### src/rtl/tlb_op_ctrl.sv
// TLB maintenance op sequencer: drains memory traffic before writes,
// strobes the TLB once per op and owns the CP0 Random register.
module tlb_op_ctrl #(
  parameter int TLB_ENTRIES = 8,
  parameter int IDX_W       = 3
) (
  input  logic             clk,
  input  logic             rst,
  input  logic             op_valid,
  input  logic [1:0]       op_type,
  output logic             op_ready,
  output logic             op_done,
  input  logic             flush,
  input  logic             mem_busy,
  output logic             stall_fetch,
  output logic             tlbp,
  output logic             tlbwi,
  output logic             tlbwr,
  input  logic             miss_probe,
  input  logic [IDX_W:0]   matched_index_probe,
  output logic             probe_wb,
  output logic             probe_p,
  output logic [IDX_W-1:0] probe_idx,
  output logic             tlbr_wb,
  input  logic [IDX_W-1:0] wired,
  input  logic             wired_we,
  output logic [IDX_W-1:0] cp0_random
);

  typedef enum logic [1:0] {
    IDLE,
    DRAIN,
    ISSUE,
    FINISH
  } state_t;

  localparam logic [1:0] OP_TLBP  = 2'b00;
  localparam logic [1:0] OP_TLBR  = 2'b01;
  localparam logic [1:0] OP_TLBWI = 2'b10;
  localparam logic [1:0] OP_TLBWR = 2'b11;

  localparam logic [IDX_W-1:0] RND_MAX =
    IDX_W'(TLB_ENTRIES - 1);

  state_t     state_q;
  state_t     state_d;
  logic [1:0] op_q;
  logic [1:0] op_d;

  always_ff @(posedge clk or negedge rst) begin
    if (!rst) begin
      state_q <= IDLE;
      op_q    <= OP_TLBP;
    end else begin
      state_q <= state_d;
      op_q    <= op_d;
    end
  end

  // Writes must drain; flush only cancels before the strobe
  always_comb begin
    state_d = state_q;
    op_d    = op_q;
    unique case (state_q)
      IDLE: begin
        if (op_valid && !flush) begin
          op_d    = op_type;
          state_d = op_type[1] ? DRAIN : ISSUE;
        end
      end
      DRAIN: begin
        if (flush)
          state_d = IDLE;
        else if (!mem_busy)
          state_d = ISSUE;
      end
      ISSUE:   state_d = FINISH;
      FINISH:  state_d = IDLE;
      default: state_d = IDLE;
    endcase
  end

  logic in_issue;
  logic in_fin;

  assign in_issue = (state_q == ISSUE);
  assign in_fin   = (state_q == FINISH);

  assign op_ready    = (state_q == IDLE);
  assign op_done     = in_fin;
  assign stall_fetch = op_q[1] && (state_q != IDLE);

  assign tlbp  = in_issue && (op_q == OP_TLBP);
  assign tlbwi = in_issue && (op_q == OP_TLBWI);
  assign tlbwr = in_issue && (op_q == OP_TLBWR);

  assign probe_wb  = in_fin && (op_q == OP_TLBP);
  assign tlbr_wb   = in_fin && (op_q == OP_TLBR);
  assign probe_p   = probe_wb && miss_probe;
  assign probe_idx = (probe_wb && !miss_probe)
                   ? matched_index_probe[IDX_W-1:0]
                   : '0;

  logic unused_hi;
  assign unused_hi = matched_index_probe[IDX_W];

  // Counts down toward wired; wired >= max pins it at max
  always_ff @(posedge clk or negedge rst) begin
    if (!rst)
      cp0_random <= RND_MAX;
    else if (wired_we || (cp0_random <= wired))
      cp0_random <= RND_MAX;
    else
      cp0_random <= cp0_random - 1'b1;
  end

endmodule
### config.mk
export PLATFORM = sky130hd
export DESIGN_NAME = tlb_op_ctrl
export DESIGN_NICKNAME = d
export VERILOG_FILES = /design/src/rtl/tlb_op_ctrl.sv
export SDC_FILE = /design/constraint.sdc
export NUM_CORES = 1
export LEC_CHECK = 0
export BUFFER_PORTS_ARGS = -buffer_cell sky130_fd_sc_hd__buf_2
export CAP_MARGIN = 20
export CORE_AREA = 2 2 39 41
export DETAILED_ROUTE_END_ITERATION = 8
export DIE_AREA = 0 0 41 43
export HOLD_SLACK_MARGIN = 0.03
export PLACE_DENSITY = 0.7
export SETUP_SLACK_MARGIN = 0.5
export SLEW_MARGIN = 15
export SYNTH_ARGS = -nofsm -noshare
export SYNTH_HDL_FRONTEND = slang
export SYNTH_SLANG_ARGS = --single-unit
### constraint.sdc
create_clock -name clk -period 1.9 [get_ports clk]
set_input_delay 0 -clock clk [delete_from_list [all_inputs] [get_ports clk]]
set_output_delay 0 -clock clk [all_outputs]
set_load 0.02 [all_outputs]
-- After elaboration in Yosys (flattened, before gate mapping)
Index checks and enable logic that the tools add are counted.
- equality and inequality tests: 8
- magnitude comparators: 1
- multiplexer cells: 7
- reductions and logical operators: 17
- $add $sub $neg: 1
- operator list (cell ; count):
    $logic_and A1 B1 Y1 ; 9
    $eq A2 B2 Y1 const B ; 4
    $mux W2 ; 4
    $pmux W2 S4 ; 1
    $mux W3 ; 2
    $eq A2 B1 Y1 const B ; 2
    $logic_not A2 Y1 ; 2
    $reduce_and A2 Y1 ; 2
    $le A3 B3 Y1 ; 1
    $ne A3 B3 Y1 const B ; 1
    $sub A3 B1 Y3 const B ; 1
    $logic_not A1 Y1 ; 2
    $ne A2 B1 Y1 const B ; 1
    $reduce_bool A2 Y1 ; 1
    $logic_or A1 B1 Y1 ; 1
- output and inout port bits: 15
- input port bits: 16
- bits in registers: 7
- logic and storage cells: 37

-- Depth between registers and ports, before layout
- depth after elaboration: 4
- gate-level depth with buffers: 5
- mapped depth without buffers: 5

-- Worst setup path after synthesis
Ideal clock, no wire load.
- path type: register -> register
- start: register cp0_random[1]
- end: register cp0_random[0]
- slack: 516 ps
- cell stages (with the launch flop): 5
- setup time: 61 ps
- path buffers: 0
- clock period less this slack: 1384 ps
- data required time: 1839 ps
- arrival time: 1324 ps
- cells stage by stage: dfstp_2 > ha_1 > nor2b_1 > o311a_1 > nand2_1
- word-level cells in the longest chain between the ends: 3
- RTL lines (item ; RTL line ; text):
    start: declaration ; 27 ; output logic [IDX_W-1:0] cp0_random
    start signal: assignment ; 114 ; cp0_random <= cp0_random - 1'b1;
    $le A3 B3 Y1 ; 111 ; else if (wired_we || (cp0_random <= wired))
    $logic_or A1 B1 Y1 ; 111 ;
    $mux W3 ; 111 ;
Every way passes these cells.
A chain may end at the register's enable or synchronous reset.

-- Final worst setup path
Ends and elaborated chain as after synthesis.

==> impl_metrics.tcl <==
set metrics [dict create \
    cts_buffers 3 \
    track_usage_pct 14.4 \
    placedCellCount 95 \
    crit_path_max_incr_delay_ns 0.56 \
    fin_worst_skew_ns 0.00425 \
    area_growth_pct 57.8 \
    syn_avg_cell_area_um2 9.61 \
    clk_pin_slew_ns 0.06 \
    p_leak_nw 0.397 \
    nets 110 \
    grt_pass1_vias 455 \
    slew_violations 0 \
    ys_seq_area_share_pct 37.2 \
    arrival_ns 1.53 \
    fill_cells 134 \
    hold_class "in -> async" \
    period_share_pct 70.4 \
    synth_nets 70 \
    gr-total-overflow 0 \
    slew_headroom_pct 85.8 \
    period_needed_ns 1.34 \
    row_count 14 \
    wl_per_cell_um 10.4 \
    finalSetupViolCount 0 \
    crit_path_max_fanout 3 \
    coreArea_um2 1380 \
    die_area_um2 1760 \
    gp_congestion 0.734 \
    cp_slowest_cell "dfstp_2" \
    max-clock-path-buffers 2 \
    worst_pin_slew_ns 0.210 \
    final_cells 105 \
    ir_drop_uv 534 \
    detail-route-antenna-nets 0 \
    port_buffers 29 \
    drt_iter0_drc 3 \
    end_kind "flop" \
    cts_tree "yes" \
    maxCapViolations 0 \
    drcViolationCount 0 \
    die_w_um 41 \
    synth-warning-count 0 \
    cp_data_required_time_ns 2.10 \
    antenna_found_initial 0 \
    powerDensity_nw_per_um2 1080 \
    hold_viol 0 \
    num_vias 480 \
    synthesis.area_um2 480 \
    htreeDepth 1 \
    ioPinCount 31 \
    grt_max_degree 9 \
    start_util_pct 34.7 \
    outcome "finished clean" \
    post-dp-hpwl_um 833 \
    fmax_ghz 0.748 \
    synthDistinctLibCells 25 \
    multi_input_area_um2 309 \
    synth_seq_cells 7 \
    r2r_slack_ns 0.56 \
    diodes 0 \
    netlist_instances 50 \
    wirelength_mm 1.10 \
    drive_above_1_share_pct 56.2 \
    insertion_delay_ns 0.26 \
    final-seq-area_um2 184 \
    clock-sinks 7 \
    path_cells "ha_4, nor2b_1, o311a_1, nand2_1" \
    grt_pass1_wl_mm 1.69 \
    via_per_inst 4.57 \
    clockRootBuffer "clkbuf_4" \
    finalSetupTns_ns 0 \
    grt_setup_unrepaired "no" \
    crit_type "reg -> reg" \
    start_kind "flop" \
    final_common_cell "buf_2" \
    drtPass1Iterations 3 \
    final_cell_mix "buf_2, inv_1" \
    die_height_um 43 \
]
## kinds of logic after synthesis
family                   synth area share [%]
AO/OA/AOI/OAI                            6.51
buffers and inverters                    3.91
multiplexers                             4.69
adder cells (fa/ha/maj)                  10.4
flip-flops                               37.2
AND/OR/NAND/NOR                          35.4
XOR/XNOR                                 1.82
## flip-flops by register name, summed over array words and instances, names as in the netlist
| register | cells |
|---|---|
| state_q | 2 |
| op_q | 2 |
| cp0_random | 3 |
## report_power, final
group / switching (W) / leakage, nW / internal, W
Sequential: 0.0000843 / 0.0758 / 0.000207
Clock: 0.0000593 / 0.0150 / 0.0000804
Combinational: 0.000202 / 0.306 / 0.000183
Total: 0.000346 / 0.397 / 0.000471
## per-stage QoR
step	hold WS [ns]	power [W]	utilization, %	cell area [um^2]	worst slack (ns)
after floorplan	-0.296	0.000495	-	480	0.516
after global placement	-0.165	0.000595	46.7	646	0.562
after detailed placement	-0.161	0.000607	46.7	646	0.540
after CTS	0.102	0.000769	51.9	718	0.511
after global routing	0.119	0.000870	54.8	758	0.507
final	0.0984	0.000816	54.8	758	0.562
## final cells by class
| cell class | instances | area share (%) |
|---|---|---|
| clock buffers | 4 | 3.47 |
| inverters | 5 | 2.48 |
| multi-input cells | 38 | 40.8 |
| flip-flops and latches | 7 | 24.3 |
| well taps | 16 | 2.64 |
| repair buffers | 35 | 26.4 |
## cell usage after synthesis
| library cell | count | area (um^2) |
|---|---|---|
| a31oi_1 | 1 | 6.26 |
| and2_1 | 4 | 25.0 |
| and3_1 | 1 | 6.26 |
| dfrtp_1 | 4 | 100 |
| dfstp_2 | 3 | 78.8 |
| ha_1 | 4 | 50.1 |
| inv_1 | 5 | 18.8 |
| mux2_2 | 2 | 22.5 |
| nand2_1 | 4 | 15.0 |
| nand2_2 | 1 | 6.26 |
| nand2b_1 | 2 | 12.5 |
| nand3_1 | 1 | 5.00 |
| nor2_1 | 3 | 11.3 |
| nor2b_1 | 2 | 12.5 |
| nor2b_2 | 1 | 8.76 |
| nor3_1 | 1 | 5.00 |
| nor3_2 | 2 | 20.0 |
| nor3b_1 | 2 | 15.0 |
| nor4_2 | 1 | 12.5 |
| nor4b_1 | 1 | 8.76 |
| o21ai_0 | 1 | 5.00 |
| o21ba_2 | 1 | 10.0 |
| o311a_1 | 1 | 10.0 |
| or3_1 | 1 | 6.26 |
| xnor2_1 | 1 | 8.76 |
## layer usage
layer / share of wire [%] / track usage [%] / vias up
li1: - / - / 250
met1: 40 / 14.5 / 211
met2: 52 / 24.1 / 15
met3: 5.7 / 4.71 / 4
met4: 1.5 / 8.00 / 0
met5: 0 / 0 / -
## critical path: cells and delay by family, from the launching register on
family                     cells  cell delay [ns]
DFF                            1             0.56
AOI/OAI and AO/OA              1             0.32
adders and majority gates      1             0.20
and+or+nand+nor                2             0.20
## final timing paths
path                                from            end  cells after the start
max reg2reg                cp0_random[1]  cp0_random[0]                      4
min reg2reg                cp0_random[0]  cp0_random[0]                      1
max in group asynchronous            rst  cp0_random[0]                      2
min                                  rst        op_q[1]                      2
min in group clk                op_valid     state_q[0]                      3
max                        cp0_random[1]  cp0_random[0]                      4
## what timing repair did
action                     4_1_cts  5_1_grt
hold endpoints to repair        10        0
setup endpoints to repair        4        6
pin swaps                        0        1
resized for setup                2        5
hold buffers                     4        0
buffers inserted                 0        2
No activity file was read; power rests on OpenSTA's default activity.
